File: config.mk
export PLATFORM = sky130hd
export DESIGN_NAME = llr_wb_buffer_flat
export DESIGN_NICKNAME = d
export VERILOG_FILES = /design/src/rtl/llr_wb_buffer_if.sv /design/src/rtl/llr_wb_buffer.sv /design/src/flat_wrapper.sv
export SDC_FILE = /design/constraint.sdc
export NUM_CORES = 2
export LEC_CHECK = 0
export ABC_CLOCK_PERIOD_IN_PS = 22700
export BUFFER_PORTS_ARGS = -buffer_cell sky130_fd_sc_hd__buf_2
export CAP_MARGIN = 20
export CELL_PAD_IN_SITES_DETAIL_PLACEMENT = 0
export CELL_PAD_IN_SITES_GLOBAL_PLACEMENT = 2
export CORE_AREA = 2 2 514 516
export DETAILED_ROUTE_END_ITERATION = 8
export DIE_AREA = 0 0 516 518
export PLACE_DENSITY = 0.68
export SLEW_MARGIN = 20
export SYNTH_ARGS = -nofsm -noshare
export SYNTH_HDL_FRONTEND = slang
export SYNTH_SLANG_ARGS = --single-unit
export TNS_END_PERCENT = 30
File: constraint.sdc
create_clock -name clk -period 22.7 [get_ports clk]
set_input_delay 0 -clock clk [delete_from_list [all_inputs] [get_ports clk]]
set_output_delay 0 -clock clk [all_outputs]
set_load 0.01 [all_outputs]
File: src/rtl/llr_wb_buffer_if.sv
// ----------------------------------------------------------------------------
// llr_wb_buffer_if
//
// Bundles the signals between the PE array, the LLR write-back buffer and the
// LLR memory write port.
//
// Signals
//   in_valid  : PE-array result word present this cycle
//   in_data   : PE-array result, P lanes of Q bits, lane i at [(i+1)*Q-1 : i*Q]
//   in_addr   : LLR memory destination address for in_data
//   flush     : synchronous discard of everything queued in the buffer
//   in_ready  : buffer can accept a word this cycle
//   mem_we    : write request to the LLR memory port
//   mem_addr  : write address (0 while mem_we is low)
//   mem_wdata : write data (0 while mem_we is low)
//   mem_ready : memory arbiter grants the write this cycle
//   count     : number of occupied buffer entries
//   drop_err  : sticky flag, an input word was lost
//
// Modports
//   master : the surrounding logic (PE array side plus memory arbiter)
//   slave  : the write-back buffer itself
// ----------------------------------------------------------------------------
interface llr_wb_buffer_if #(
   parameter int Q     = 10,
   parameter int P     = 64,
   parameter int AW    = 6,
   parameter int DEPTH = 4
);

   logic                     in_valid;
   logic [P*Q-1:0]           in_data;
   logic [AW-1:0]            in_addr;
   logic                     flush;
   logic                     in_ready;
   logic                     mem_we;
   logic [AW-1:0]            mem_addr;
   logic [P*Q-1:0]           mem_wdata;
   logic                     mem_ready;
   logic [$clog2(DEPTH):0]   count;
   logic                     drop_err;

   // The buffer consumes words and produces memory writes and status.
   modport slave (
      input  in_valid,
      input  in_data,
      input  in_addr,
      input  flush,
      input  mem_ready,
      output in_ready,
      output mem_we,
      output mem_addr,
      output mem_wdata,
      output count,
      output drop_err
   );

   // The surroundings supply words and grants and observe the buffer.
   modport master (
      output in_valid,
      output in_data,
      output in_addr,
      output flush,
      output mem_ready,
      input  in_ready,
      input  mem_we,
      input  mem_addr,
      input  mem_wdata,
      input  count,
      input  drop_err
   );

endinterface

File: src/rtl/llr_wb_buffer.sv
// ----------------------------------------------------------------------------
// llr_wb_buffer
//
// Small circular FIFO that decouples the PE array from the LLR memory write
// port. Each entry holds one {addr, data} word. A pushed word becomes visible
// on the memory port in the cycle after it is accepted; there is never a
// combinational bypass from input to memory port.
//
// Parameters
//   Q     : LLR lane width in bits
//   P     : lanes per word
//   AW    : LLR memory address width
//   DEPTH : FIFO entries, power of two and at least 2
//
// Ports
//   clk : sole clock, all state updates on the rising edge
//   rst : asynchronous, active-high reset
//   bus : llr_wb_buffer_if.slave, handshake and memory port signals
// ----------------------------------------------------------------------------
module llr_wb_buffer #(
   parameter int Q     = 10,
   parameter int P     = 64,
   parameter int AW    = 6,
   parameter int DEPTH = 4
) (
   input  logic                clk,
   input  logic                rst,
   llr_wb_buffer_if.slave      bus
);

   localparam int PW = $clog2(DEPTH);
   localparam int CW = PW + 1;
   localparam logic [CW-1:0] DEPTH_C = CW'(DEPTH);

   // Storage array; deliberately not reset because the memory port is gated
   // to zero whenever the buffer is empty, so stale contents never escape.
   logic [AW-1:0]  addr_mem [DEPTH];
   logic [P*Q-1:0] data_mem [DEPTH];

   logic [PW-1:0]  wr_ptr;
   logic [PW-1:0]  rd_ptr;
   logic [CW-1:0]  count_q;
   logic           drop_q;

   logic           full;
   logic           not_empty;
   logic           push;
   logic           pop;

   // Status is decoded from registers only so the ready path never depends on
   // mem_ready or any other same-cycle input.
   assign full      = (count_q == DEPTH_C);
   assign not_empty = (count_q != '0);

   // Flush wins over both push and pop. A pop can only happen while a write
   // is actually being requested, which makes mem_ready harmless when idle.
   assign push = bus.in_valid && !full && !bus.flush;
   assign pop  = not_empty && bus.mem_ready && !bus.flush;

   assign bus.in_ready  = !full;
   assign bus.mem_we    = not_empty;
   assign bus.count     = count_q;
   assign bus.drop_err  = drop_q;

   // Head entry is presented only while a write is requested; otherwise the
   // port is held at zero.
   assign bus.mem_addr  = not_empty ? addr_mem[rd_ptr] : '0;
   assign bus.mem_wdata = not_empty ? data_mem[rd_ptr] : '0;

   // Entry write. Pointers are PW bits wide so the DEPTH-1 -> 0 wrap falls out
   // of the natural overflow for a power-of-two depth.
   always_ff @(posedge clk) begin
      if (push) begin
         addr_mem[wr_ptr] <= bus.in_addr;
         data_mem[wr_ptr] <= bus.in_data;
      end
   end

   // Pointer and occupancy bookkeeping. Simultaneous push and pop leave the
   // occupancy unchanged while both pointers advance.
   always_ff @(posedge clk or posedge rst) begin
      if (rst) begin
         wr_ptr  <= '0;
         rd_ptr  <= '0;
         count_q <= '0;
      end else if (bus.flush) begin
         wr_ptr  <= '0;
         rd_ptr  <= '0;
         count_q <= '0;
      end else begin
         if (push) begin
            wr_ptr <= wr_ptr + PW'(1);
         end
         if (pop) begin
            rd_ptr <= rd_ptr + PW'(1);
         end
         case ({push, pop})
            2'b10:   count_q <= count_q + CW'(1);
            2'b01:   count_q <= count_q - CW'(1);
            default: count_q <= count_q;
         endcase
      end
   end

   // Sticky loss flag. A word offered while full is lost even if a pop frees
   // a slot in the same cycle, because readiness was already low. A word
   // offered together with flush is discarded on purpose and is not a loss.
   // Only reset clears the flag.
   always_ff @(posedge clk or posedge rst) begin
      if (rst) begin
         drop_q <= 1'b0;
      end else if (bus.in_valid && full && !bus.flush) begin
         drop_q <= 1'b1;
      end
   end

endmodule

File: src/flat_wrapper.sv
// flat-port wrapper written by rule: the top's interface ports become plain ports
module llr_wb_buffer_flat 
#(
   parameter int Q     = 10,
   parameter int P     = 64,
   parameter int AW    = 6,
   parameter int DEPTH = 4
)
  (clk, rst, bus_in_valid, bus_in_data, bus_in_addr, bus_flush, bus_mem_ready, bus_in_ready, bus_mem_we, bus_mem_addr, bus_mem_wdata, bus_count, bus_drop_err);
  llr_wb_buffer_if #(.Q(Q), .P(P), .AW(AW), .DEPTH(DEPTH)) bus_i ();
  input  logic clk;
  input  logic rst;
  input wire logic [$bits(bus_i.in_valid)-1:0] bus_in_valid;
  input wire logic [$bits(bus_i.in_data)-1:0] bus_in_data;
  input wire logic [$bits(bus_i.in_addr)-1:0] bus_in_addr;
  input wire logic [$bits(bus_i.flush)-1:0] bus_flush;
  input wire logic [$bits(bus_i.mem_ready)-1:0] bus_mem_ready;
  output wire logic [$bits(bus_i.in_ready)-1:0] bus_in_ready;
  output wire logic [$bits(bus_i.mem_we)-1:0] bus_mem_we;
  output wire logic [$bits(bus_i.mem_addr)-1:0] bus_mem_addr;
  output wire logic [$bits(bus_i.mem_wdata)-1:0] bus_mem_wdata;
  output wire logic [$bits(bus_i.count)-1:0] bus_count;
  output wire logic [$bits(bus_i.drop_err)-1:0] bus_drop_err;
  assign bus_i.in_valid = bus_in_valid;
  assign bus_i.in_data = bus_in_data;
  assign bus_i.in_addr = bus_in_addr;
  assign bus_i.flush = bus_flush;
  assign bus_i.mem_ready = bus_mem_ready;
  assign bus_in_ready = bus_i.in_ready;
  assign bus_mem_we = bus_i.mem_we;
  assign bus_mem_addr = bus_i.mem_addr;
  assign bus_mem_wdata = bus_i.mem_wdata;
  assign bus_count = bus_i.count;
  assign bus_drop_err = bus_i.drop_err;
  llr_wb_buffer #(.Q(Q), .P(P), .AW(AW), .DEPTH(DEPTH)) u_core (.clk(clk), .rst(rst), .bus(bus_i));
endmodule
==> reports/summary.txt <==
CP Cell Sequence: nor3b_1 > nor2_1 > and2_4 > buf_4 > buf_4 > buf_4 > buf_4 > buf_4
Initial core utilization: 37.6%
CP max stage delay: 0.88 ns
R2r setup slk: 16.22 ns
Crit path time final: 6.48 ns
Required @ worst endpoint: 23.18 ns
R2r worst-path depth: 8
FF+latch area: 77800 µm²
Leakage power figure: 44.8 nW
Nets: 7556
DR vias: 52400
Nature of the critical path startpoint: flip-flop
H-Tree Depth: 5
Final setup viols: 0
Yosys reg bits: 2592
GRT Util Overall: 19.6%
Die Footprint: 267000 µm²
Cts bufs inserted: 292
CP Buf/Inv Count: 5
Synth top area share: 79.0%
Area leader, netlist: edfxtp_1
Unrepaired setup endpoints after global routing: false
Die Ht: 518 µm
CP Data Arrival Time: 6.97 ns
Antenna violations before repair: 89
Total stage count of the critical path: 8
Met2 Wirelength: 132 mm
DR vias/cell: 4.91
Delay-heaviest family, CP: buffers and inverters
Fin. max-slew vios: 0
Status: finished clean
Slew margin rel.: 27.9%
Sequential area share after synthesis: 79.2%
WL per Instance: 25.1 µm
First-pass detailed-route iteration total: 7
CP Class: reg2reg
Max Fanout on Critical Path: 62
Antenna-violating nets left: 0
Max Clk Rate: 0.154 GHz
Most used cell, CP: buf_4
Drc violations: 0
Final setup margin: 16.22 ns
Vias in the first global route: 55400
Row count: 188
Met3 Routed Length: 24.8 mm
HPWL Detailed: 169 mm
Setup TNS Final: 0 ns
Post-CTS Setup Bufs: 0
Crit-path slowest cell: and2_4
Post_cts resized: 0
Tightest Pin Transition: 1.08 ns
RD Place Congestion: 0.805
Synth top area cells: edfxtp_1 79%, mux4_2 15%, and2_1 4.1%
Clk buf depth: 4
Worst flop-to-flop path startpoint: u_core.bus.count[1]
Largest net degree at the start of global routing: 181
Number of port buffers: 1302
Fillcell total: 21700
Cts hold-fix bufs: 1295
Min-delay worst type: in2reg
Detailed Route Iter0 Violations: 3700
Area growth syn-to-layout: 32.4%
Warnings from Yosys: 0
Worst hold path depth: 2
Grt ovf: 0
CTS sink count: 2592
Clock-pin slew on the worst setup and hold paths: 0.06 ns
M1 wire length: 102 mm
Period utilisation layout: 28.6%
Core Footprint: 262000 µm²
Syn Nets: 4816
Primary FF master, synth: edfxtp_1
Die Width: 516 µm
R2r endpoint: u_core.data_mem[3][194]
WL final: 268 mm
Worst vdd ir: 0.0922 mV
Share of layout cells above drive strength 1: 33.7%
CTS tree: done
Skew final: 0.0763 ns
Clock Root Buffer: clkbuf_16
Async SR Flop Fraction: 0.309%
EDFF count, synth: 2584
Max-cap violations: 0
Clk Latency, worst-skew pair: 0.92 ns
Top Metal Used: met5
Area of the multi-input gates: 19000 µm²
Hold Vio Cnt, Final: 0
Cell Area, Synth: 98200 µm²
First-pass GRT wire length: 383 mm
Min-delay src: bus_in_data[495]
Place WS: 16.15 ns
Power density cells: 94.9 nW/µm²
WHS Endpoint: u_core.data_mem[0][495]
Synth Instances: 4160
Syn_area_per_cell: 23.6 µm²
I/O pin count: 1303
Crit end category: flip-flop
Unique masters post-synth: 37
==> layer usage <==
metal	global-route usage [%]	up-vias
met4	7.04	40
met1	23.3	27400
met2	32.4	1725
met5	0	-
met3	7.28	461
li1	-	22800
==> area by class of cell <==
type / instances / share of cell area (%)
flip-flops and latches: 2592 / 59.8
repair buffers: 2667 / 15.5
multi-input cells: 1341 / 14.6
clock buffers: 359 / 5.91
well taps: 3515 / 3.38
clock inverters: 130 / 0.779
diodes: 54 / 0.104
inverters: 6 / 0.0173
==> cell families after synthesis <==
logic type                 synth area share, %
xor gates and xnor gates                0.0178
AOI/OAI and AO/OA                        0.129
adders and majority gates               0.0713
DFF                                       79.2
buffers and inverters                     1.54
and+or+nand+nor                           4.24
muxes                                     14.8
==> registers in the layout, indices dropped and copies added (netlist names) <==
register / flops
u_core.data_mem: 2560
u_core.addr_mem: 24
u_core.bus.count: 3
u_core.rd_ptr: 2
u_core.wr_ptr: 2
u_core.bus.drop_err: 1
==> through the flow <==
stage | total power (W) | util [%] | instances | cell area (µm²) | hold slack (ns)
2_1_floorplan | 0.00707 | - | 4160 | 98200 | -0.184
3_3_place_gp | 0.00795 | 41.4 | 8826 | 108000 | 0.0740
3_5_place_dp | 0.00796 | 41.4 | 8826 | 108000 | 0.0849
4_1_cts | 0.0125 | 49.7 | 10600 | 130000 | 0.000262
5_1_grt | 0.0128 | 49.7 | 10700 | 130000 | 0.0120
6_report | 0.0123 | 49.7 | 10700 | 130000 | 0.0340
==> power by group <==
group,switching [W],internal (W),total (W)
clock network,0.00181,0.00254,0.00435
registers,0.0000455,0.00543,0.00548
logic,0.00141,0.00111,0.00251
total,0.00326,0.00908,0.0123
==> placed cells by master, fill, tap and decap left out, types with 3 or more instances in the layout <==
cell	count
dlygate4sd3_1	1295
buf_2	1302
clkinvlp_4	5
mux4_2	646
diode_2	54
nand2b_1	3
clkbuf_16	298
clkinv_8	4
clkinv_1	63
inv_6	4
ha_1	4
clkbuf_1	61
dfrtp_1	6
nor2_1	5
inv_1	6
buf_12	8
a21oi_1	4
edfxtp_1	2584
nand3_1	3
buf_4	61
clkinv_2	38
and2_4	4
bufinv_16	13
and2_1	646
==> cell usage after synthesis (2+ instances only) <==
master,n
nand2_1,2
o21ai_0,2
o21bai_1,2
dfrtp_1,8
edfxtp_1,2584
mux4_2,646
xor2_1,2
nand2b_1,3
buf_8,7
clkbuf_1,74
buf_6,65
buf_2,74
inv_1,6
ha_1,4
nand3_1,3
a21oi_1,4
nor2_1,5
and2_1,650
==> how the worst max path moves through the flow <==
| stage | startpoint | slack [ns] | endpoint |
|---|---|---|---|
| finish | u_core.bus.count[1] | 16.22 | u_core.data_mem[3][194] |
| global route | u_core.bus.count[1] | 15.81 | u_core.data_mem[3][191] |
| CTS | u_core.bus.count[1] | 16.06 | u_core.data_mem[3][194] |
| detailed placement | u_core.bus.count[1] | 16.15 | u_core.data_mem[3][259] |
| global placement | u_core.bus.count[2] | 16.09 | u_core.data_mem[3][187] |
| floorplan | u_core.bus.count[0] | 6.11 | u_core.addr_mem[0][0] |
(Power assumes the default switching activity.)
